==> src/rtl/lm32_wb_arbiter.sv <==
// Two-master Wishbone arbiter (m0 = instruction, m1 = data) with a bus watchdog; one-cycle grant latency,
// zero-latency data/ack paths, ownership held for a whole cyc. `LM32_ARB_ROUND_ROBIN_EN selects round-robin over fixed m1 priority.
module lm32_wb_arbiter #(
   parameter int TIMEOUT = 255
) (
   input  logic        sys_clk,
   input  logic        sys_rst_n,
   input  logic [31:0] m0_adr,
   input  logic [31:0] m0_dat_w,
   input  logic [3:0]  m0_sel,
   input  logic        m0_cyc,
   input  logic        m0_stb,
   input  logic        m0_we,
   input  logic [2:0]  m0_cti,
   output logic [31:0] m0_dat_r,
   output logic        m0_ack,
   output logic        m0_err,
   input  logic [31:0] m1_adr,
   input  logic [31:0] m1_dat_w,
   input  logic [3:0]  m1_sel,
   input  logic        m1_cyc,
   input  logic        m1_stb,
   input  logic        m1_we,
   input  logic [2:0]  m1_cti,
   output logic [31:0] m1_dat_r,
   output logic        m1_ack,
   output logic        m1_err,
   output logic [31:0] s_adr,
   output logic [31:0] s_dat_w,
   output logic [3:0]  s_sel,
   output logic [2:0]  s_cti,
   output logic        s_cyc,
   output logic        s_stb,
   output logic        s_we,
   input  logic [31:0] s_dat_r,
   input  logic        s_ack,
   input  logic        s_err,
   output logic [1:0]  grant
);

   // Encodings chosen so the state register is already the one-hot grant.
   typedef enum logic [1:0] {
      IDLE = 2'b00,
      OWN0 = 2'b01,
      OWN1 = 2'b10
   } state_t;

   localparam logic [15:0] TO_LAST = 16'(TIMEOUT - 1);

   state_t      r_state;
   state_t      w_next;
   logic [15:0] r_wd_cnt;
   logic        w_cyc;
   logic        w_stb_raw;
   logic        w_stall;
   logic        w_wd_fire;
   logic        w_both_pick0;

`ifdef LM32_ARB_ROUND_ROBIN_EN
   logic r_last_m0;

   // Flag 0 marks m1 as the previous owner, so m0 wins the first contention after reset.
   assign w_both_pick0 = ~r_last_m0;

   always_ff @(posedge sys_clk or negedge sys_rst_n) begin
      if (!sys_rst_n) begin
         r_last_m0 <= 1'b0;
      end else if (w_next == OWN0) begin
         r_last_m0 <= 1'b1;
      end else if (w_next == OWN1) begin
         r_last_m0 <= 1'b0;
      end
   end
`else
   assign w_both_pick0 = 1'b0;
`endif

   always_ff @(posedge sys_clk or negedge sys_rst_n) begin
      if (!sys_rst_n) begin
         r_state <= IDLE;
      end else begin
         r_state <= w_next;
      end
   end

   always_comb begin
      w_next = r_state;
      if ((r_state == IDLE) || (r_state == OWN0 && !m0_cyc) || (r_state == OWN1 && !m1_cyc)) begin
         if (m0_cyc && m1_cyc) begin
            w_next = w_both_pick0 ? OWN0 : OWN1;
         end else if (m0_cyc) begin
            w_next = OWN0;
         end else if (m1_cyc) begin
            w_next = OWN1;
         end else begin
            w_next = IDLE;
         end
      end
   end

   // Stall is judged on the owner's raw strobe so the gated s_stb cannot feed back into the watchdog.
   assign w_stall   = w_cyc & w_stb_raw & ~s_ack & ~s_err;
   assign w_wd_fire = w_stall & (r_wd_cnt == TO_LAST);

   always_ff @(posedge sys_clk or negedge sys_rst_n) begin
      if (!sys_rst_n) begin
         r_wd_cnt <= 16'd0;
      end else if (r_state == IDLE || s_ack || s_err || w_wd_fire) begin
         r_wd_cnt <= 16'd0;
      end else if (w_stall) begin
         r_wd_cnt <= r_wd_cnt + 16'd1;
      end
   end

   assign m0_dat_r = s_dat_r;
   assign m1_dat_r = s_dat_r;
   assign grant    = r_state;

   always_comb begin
      w_cyc     = 1'b0;
      w_stb_raw = 1'b0;
      s_adr     = 32'd0;
      s_dat_w   = 32'd0;
      s_sel     = 4'd0;
      s_cti     = 3'd0;
      s_we      = 1'b0;
      m0_ack    = 1'b0;
      m0_err    = 1'b0;
      m1_ack    = 1'b0;
      m1_err    = 1'b0;
      case (r_state)
         OWN0: begin
            w_cyc     = m0_cyc;
            w_stb_raw = m0_stb;
            s_adr     = m0_adr;
            s_dat_w   = m0_dat_w;
            s_sel     = m0_sel;
            s_cti     = m0_cti;
            s_we      = m0_we;
            m0_ack    = s_ack;
            m0_err    = s_err | w_wd_fire;
         end
         OWN1: begin
            w_cyc     = m1_cyc;
            w_stb_raw = m1_stb;
            s_adr     = m1_adr;
            s_dat_w   = m1_dat_w;
            s_sel     = m1_sel;
            s_cti     = m1_cti;
            s_we      = m1_we;
            m1_ack    = s_ack;
            m1_err    = s_err | w_wd_fire;
         end
         default: begin
         end
      endcase
   end

   assign s_cyc = w_cyc;
   assign s_stb = w_stb_raw & ~w_wd_fire;

endmodule

==> config.mk <==
export PLATFORM = sky130hd
export DESIGN_NAME = lm32_wb_arbiter
export DESIGN_NICKNAME = d
export VERILOG_FILES = /design/src/rtl/lm32_wb_arbiter.sv
export SDC_FILE = /design/constraint.sdc
export NUM_CORES = 1
export LEC_CHECK = 0
export CAP_MARGIN = 20
export CORE_AREA = 2 2 126 128
export CTS_BUF_LIST = sky130_fd_sc_hd__clkbuf_8 sky130_fd_sc_hd__clkbuf_16
export DETAILED_ROUTE_END_ITERATION = 6
export DIE_AREA = 0 0 128 130
export DONT_BUFFER_PORTS = 1
export PLACE_DENSITY_LB_ADDON = 0.2
export SYNTH_ARGS = -nofsm -noshare
export SYNTH_HDL_FRONTEND = slang
export SYNTH_SLANG_ARGS = --single-unit
==> constraint.sdc <==
create_clock -name sys_clk -period 2.2 [get_ports sys_clk]
set_clock_uncertainty 0.15 [all_clocks]
set_input_delay 0.22 -clock sys_clk [delete_from_list [all_inputs] [get_ports sys_clk]]
set_output_delay 0.22 -clock sys_clk [all_outputs]
set_load 0.03 [all_outputs]
==> qor.yml, run 1 <==
grt_max_degree: 49
initial_cell_density_of_the_core_pct: 18.0
wl_per_cell_um: 20.3
finish.cell_count_without_fillers: 553
synth_nets: 548
synth.yosys.warnings: 0
core_rows: 46
nFillCells: 1686
wl_mm: 11.2
grt_first_pass_wirelength_mm: 14.2
vdd_drop_max_uv: 659
seq_area_frac_synth_pct: 16.2
cts_num_sinks: 18
tritoncts: "done"
routed-via-count: 2735
maxSlewHeadroom_pct: 38.4
finalNetCount: 552
endpoint_kind: "register"
holdCritPathClass: "in2reg"
dominantRegCellSynth: "sky130_fd_sc_hd__dfrtp_1"
fmaxAchievable_mhz: 472
drt_pre_antenna_iters: 4
cts-root-buf: "sky130_fd_sc_hd__clkbuf_16"
setup_violations: 0
post_synth_num_cell_types: 39
die_area_mm2: 0.0166
h_tree_level_count: 1
gr-usage-all-layers_pct: 11.3
vias_per_std_cell: 4.95
clock_tree.buffer_depth: 2
chipHeight_um: 130
number_of_standard_cells_after_synthesis: 359
yosys.area.top_type_share_pct: 19.5
grt_busiest_layer: "met2"
timing_max_transition_violations_final: 0
cp.arrival_ns: 2.15
grt_use_met2_pct: 18.7
numPortBuffers: 0
core_mm2: 0.0154
fin_crit_sh_pct: 96.3
worstPathMaxFanout: 15
drc: 0
yosys-top-cells-area: "sky130_fd_sc_hd__a22oi_1 (19%), sky130_fd_sc_hd__buf_4 (18%), sky130_fd_sc_hd__nor2b_1 (16%)"
grt_use_met3_pct: 3.53
crit_path_start: "grant[0]$_DFFE_PN0P_"
worst-slew-pin-transition_ns: 0.921
start_kind: "register"
rr_worst_depth: 7
cts_made_buffers: 3
synth.top_cells.by_count: "sky130_fd_sc_hd__nor2b_1 (73), sky130_fd_sc_hd__a22oi_1 (72), sky130_fd_sc_hd__buf_4 (67), sky130_fd_sc_hd__clkbuf_1 (21), sky130_fd_sc_hd__dfrtp_1 (18)"
first_iter_violations: 120
multi_input_area_mm2: 0.00196
dp_hpwl_mm: 8.97
cp-endpoint: "r_wd_cnt[11]$_DFFE_PN0P_"
use_met1_pct: 14.6
post-synth-top-area-cell: "sky130_fd_sc_hd__a22oi_1"
post_synth_arst_share_pct: 100
layout.area.seq_um2: 452
worst-endpoint-required_ns: 2.23
finalWeightedCongestion: 0.720
drt.antenna.violating_nets: 0
finalHoldViolations: 0
p_leak_uw: 0.00134
max_cap_viol: 0
rsz0062_at_grt: "true"
synthesis.area_per_instance_um2: 7.73
netlist_area_mm2: 0.00278
setup_total_negative_slack_ns: 0
timing.reg2reg.setup_slack_ns: 0.08
run_status: "finished, final reports clean"
via_count_of_the_first_global_routing_pass: 2305
placed_cells: 546
number_of_flops_mapped_to_enable_cells_by_yosys: 0
clkSlewWorstSetupHoldPaths_ns: 0.05
grt.overflow.total: 0
antenna_found_initial: 0
hold_slack_ns: 0.00873
die_w_um: 128
boundaryPins: 328
criticalPathCategory: "reg2reg"
yosys_register_bits: 18
antenna_cells_inserted: 0
fin_crit_ns: 2.12
post_route_cells_drive_above_1_share_pct: 52.4
synth.most_common_cell: "sky130_fd_sc_hd__nor2b_1"
power-per-cell-area_mw_per_mm2: 1680
postLayoutCoreUtil_pct: 23.5
timing.rr.start: "grant[0]$_DFFE_PN0P_"
critical_path.reg2reg.endpoint: "r_wd_cnt[11]$_DFFE_PN0P_"
clock_latency_ns: 0.25
syn_to_final_growth_pct: 30.6
==> placed cells by master (no fill, tap or decap), types with 2 or more instances in the layout <==
cell	n
sky130_fd_sc_hd__a22oi_1	71
sky130_fd_sc_hd__or4_4	2
sky130_fd_sc_hd__nor2b_2	72
sky130_fd_sc_hd__o21a_4	2
sky130_fd_sc_hd__a22o_4	2
sky130_fd_sc_hd__dfrtp_1	17
sky130_fd_sc_hd__nand4_1	4
sky130_fd_sc_hd__nor2_1	6
sky130_fd_sc_hd__nand3_1	6
sky130_fd_sc_hd__a21oi_1	12
sky130_fd_sc_hd__inv_2	2
sky130_fd_sc_hd__nand2_1	7
sky130_fd_sc_hd__or3_1	5
sky130_fd_sc_hd__clkbuf_16	4
sky130_fd_sc_hd__o31ai_1	9
sky130_fd_sc_hd__buf_6	2
sky130_fd_sc_hd__ha_4	3
sky130_fd_sc_hd__buf_4	76
sky130_fd_sc_hd__buf_12	12
sky130_fd_sc_hd__o21ai_0	5
sky130_fd_sc_hd__or4_1	5
sky130_fd_sc_hd__ha_1	2
sky130_fd_sc_hd__o31a_1	2
sky130_fd_sc_hd__and2_1	3
sky130_fd_sc_hd__and4_1	4
sky130_fd_sc_hd__inv_1	2
sky130_fd_sc_hd__nor3_1	3
sky130_fd_sc_hd__a21oi_2	2
==> flip-flops by register name, summed over array words and instances (netlist names) <==
signal / cells
r_wd_cnt: 16
grant: 2
==> worst min-delay path by stage <==
stage	start	endpoint	slack (ns)	cells past startpoint
final	m0_cyc	grant[0]$_DFFE_PN0P_	0.009	2
after global routing	m0_cyc	grant[0]$_DFFE_PN0P_	0.01	2
after CTS	m0_cyc	grant[0]$_DFFE_PN0P_	0.007	2
after detailed placement	sys_rst_n	r_wd_cnt[0]$_DFFE_PN0P_	-0.22	0
after global placement	sys_rst_n	r_wd_cnt[1]$_DFFE_PN0P_	-0.22	0
after floorplan	sys_rst_n	grant[0]$_DFFE_PN0P_	-0.23	0
==> worst max-delay path, stage by stage (launching register included) <==
cell and delay (ns):
sky130_fd_sc_hd__dfrtp_1 0.42, sky130_fd_sc_hd__inv_2 0.13, sky130_fd_sc_hd__ha_4 0.21, sky130_fd_sc_hd__a22o_4 0.15, sky130_fd_sc_hd__nand4_4 0.13, sky130_fd_sc_hd__buf_6 0.18
sky130_fd_sc_hd__or4_1 0.52, sky130_fd_sc_hd__a21oi_1 0.15
==> per-layer routing <==
metal / part of all wire, % / wire length, um
met1: 41 / 4590
met2: 49 / 5450
met3: 9.5 / 1070
met4: 1.0 / 112
met5: 0 / 0
==> cell families after synthesis <==
family,count (synthesis),share of synthesized area (%)
AOI/OAI and AO/OA,109,29.4
xor gates and xnor gates,2,0.631
adders and majority gates,5,2.25
buffers and inverters,98,22.6
DFF,18,16.2
and+or+nand+nor,127,28.8
==> what timing repair did <==
| action | CTS | global route |
|---|---|---|
| endpoints found under the hold margin | 18 | 0 |
| pin swaps | 1 | 2 |
| hold buffers | 1 | 0 |
| gates resized for setup | 10 | 18 |
| setup buffers | 2 | 0 |
| gates cloned | 0 | 1 |
| endpoints found under the setup margin | 63 | 69 |
==> cell type report <==
cell class,instances,area share [%]
clock buffers,3,2.07
inverters,4,0.414
multi-input cells,243,54.1
flip-flops and latches,18,12.5
well taps,192,6.63
repair buffers,93,24.4
==> power breakdown <==
group          internal, uW  total, uW  leakage [uW]  switching [uW]
registers               351        378      0.000247            26.6
clock network           239        360     0.0000370             121
logic                  2340       5350       0.00105            3010
==> through the flow <==
step / setup slack [ns] / instance area [um^2] / total power [uW]
floorplan: -0.105 / 2970 / 3970
CTS: -0.00686 / 3510 / 5830
detailed placement: 0.00508 / 3370 / 5350
global placement: 0.0540 / 3370 / 5300
finish: 0.0803 / 3630 / 6090
global route: -0.00842 / 3630 / 6410
Note: power is estimated with default switching activity, not from simulation.
==> run 2, diff against run 1 <==
Settings changed: SLEW_MARGIN set to 15.
==> results of run 2 <==
Same layout as run 1: the final DEF is identical, and so are final timing and power.
==> run 3, diff against run 2 <==
Settings changed: HOLD_SLACK_MARGIN set to 0.1, SLEW_MARGIN 15 to 5.
==> qor.yml, run 3 (same netlist as run 1, synthesis figures left out) <==
grt.overflow.total: 0
timing.rr.start: "grant[0]$_DFFE_PN0P_"
first_iter_violations: 120
finalNetCount: 555
run_status: "finished, final reports clean"
maxSlewHeadroom_pct: 38.4
via_count_of_the_first_global_routing_pass: 2330
chipHeight_um: 130
worst-slew-pin-transition_ns: 0.920
p_leak_uw: 0.00135
dp_hpwl_mm: 8.97
worstHoldStart: "s_err"
fin_crit_ns: 2.12
clock_tree.buffer_depth: 2
power-per-cell-area_mw_per_mm2: 1670
gr-usage-all-layers_pct: 11.4
cp.arrival_ns: 2.15
flip_flop_count_of_the_largest_register_all_copies_and_words_added: 16
syn_to_final_growth_pct: 31.7
clock_latency_ns: 0.25
numPortBuffers: 0
post_route_cells_drive_above_1_share_pct: 51.9
worstPathMaxFanout: 15
crit_path_start: "grant[0]$_DFFE_PN0P_"
fin_crit_sh_pct: 96.3
cts_made_buffers: 3
die_w_um: 128
layout.cell_area.non_filler_mm2: 0.00366
grt_max_degree: 49
vdd_drop_max_uv: 658
routed-via-count: 2740
drt.antenna.violating_nets: 0
antenna_found_initial: 0
boundaryPins: 328
finalWeightedCongestion: 0.720
wirelength_met1_mm: 4.58
grt_first_pass_wirelength_mm: 14.4
finish.cell_count_without_fillers: 556
met2_wirelength_mm: 5.53
h_tree_level_count: 1
vias_per_std_cell: 4.93
power_uw: 6100
max_cap_viol: 0
drc: 0
fmaxAchievable_mhz: 472
initial_cell_density_of_the_core_pct: 18.0
setup_violations: 0
finalHoldViolations: 0
antenna_cells_inserted: 0
cts-root-buf: "sky130_fd_sc_hd__clkbuf_16"
layout_commonest_cell: "sky130_fd_sc_hd__buf_4"
final_cell_mix: "sky130_fd_sc_hd__buf_4 (76), sky130_fd_sc_hd__nor2b_2 (72), sky130_fd_sc_hd__a22oi_1 (71)"
rsz0062_at_grt: "true"
endpoint_kind: "register"
drt_pre_antenna_iters: 4
holdCritPathClass: "in2reg"
die_area_mm2: 0.0166
top_register: "r_wd_cnt"
start_kind: "register"
met3_wirelength_mm: 1.08
worst-endpoint-required_ns: 2.23
core_rows: 46
placed_cells: 546
cts_num_sinks: 18
place_area_mm2: 0.00337
timing_max_transition_violations_final: 0
clkSlewWorstSetupHoldPaths_ns: 0.05
criticalPathCategory: "reg2reg"
core_mm2: 0.0154
wl_per_cell_um: 20.3
top_signal_layer_used: "met4"
wl_mm: 11.3
tritoncts: "done"
==> run 3: worst max-delay path, cell delays in order, from the launching register on <==
cell	delay, ns
sky130_fd_sc_hd__dfrtp_1	0.42
sky130_fd_sc_hd__inv_2	0.13
sky130_fd_sc_hd__ha_4	0.21
sky130_fd_sc_hd__a22o_4	0.15
sky130_fd_sc_hd__nand4_4	0.12
sky130_fd_sc_hd__buf_6	0.18
sky130_fd_sc_hd__or4_1	0.52
sky130_fd_sc_hd__a21oi_1	0.15
==> run 3: path summary, 6_finish.rpt <==
check / to / slack (ns) / depth (start not counted)
max: r_wd_cnt[11]$_DFFE_PN0P_ / 0.08 / 7
min: r_wd_cnt[3]$_DFFE_PN0P_ / 0.12 / 4
max reg2reg: r_wd_cnt[11]$_DFFE_PN0P_ / 0.08 / 7
min reg2reg: r_wd_cnt[15]$_DFFE_PN0P_ / 0.42 / 2
max in group asynchronous: grant[1]$_DFFE_PN0P_ / 0.87 / 1
min in group asynchronous: r_wd_cnt[15]$_DFFE_PN0P_ / 0.41 / 1
==> run 3: report_power, final <==
| group | total [uW] | leakage (uW) | switching (uW) | internal, uW |
|---|---|---|---|---|
| Combinational | 5360 | 0.00107 | 3020 | 2340 |
| Clock | 362 | 0.0000370 | 123 | 239 |
| Sequential | 378 | 0.000247 | 26.5 | 351 |
| Total | 6100 | 0.00135 | 3170 | 2930 |
==> run 3: what timing repair did <==
action / 4_1_cts / 5_1_grt
endpoints found under the setup margin: 63 / 69
cloned: 0 / 1
pin swaps: 1 / 2
setup buffers: 2 / 0
gates resized for setup: 10 / 18
hold buffers: 4 / 0
hold endpoints to repair: 20 / 0
==> run 3: layout make-up <==
class                   count  area (um^2)
multi-input cells         243         1960
inverters                   4         15.0
fillers                  1683        11800
well taps                 192          240
repair buffers             96          913
flip-flops and latches     18          452
clock buffers               3         75.1
==> run 3: stage by stage <==
step                      TNS (ns)  util [%]  hold WS [ns]  setup slack (ns)
after floorplan             -0.105         -        -0.226            -0.105
after global placement           0      21.8        -0.225            0.0540
after detailed placement         0      21.8        -0.225           0.00508
after CTS                  -0.0102      22.9         0.123          -0.00686
after global routing      -0.00502      23.7         0.150          -0.00502
final                            0      23.7         0.122            0.0816
==> run 3: layer usage <==
metal  GRT usage [%]  vias to the layer above
li1                -                     1257
met1            14.6                     1303
met2            19.0                      170
met3            3.53                       10
met4            2.13                        0
met5               0                        -
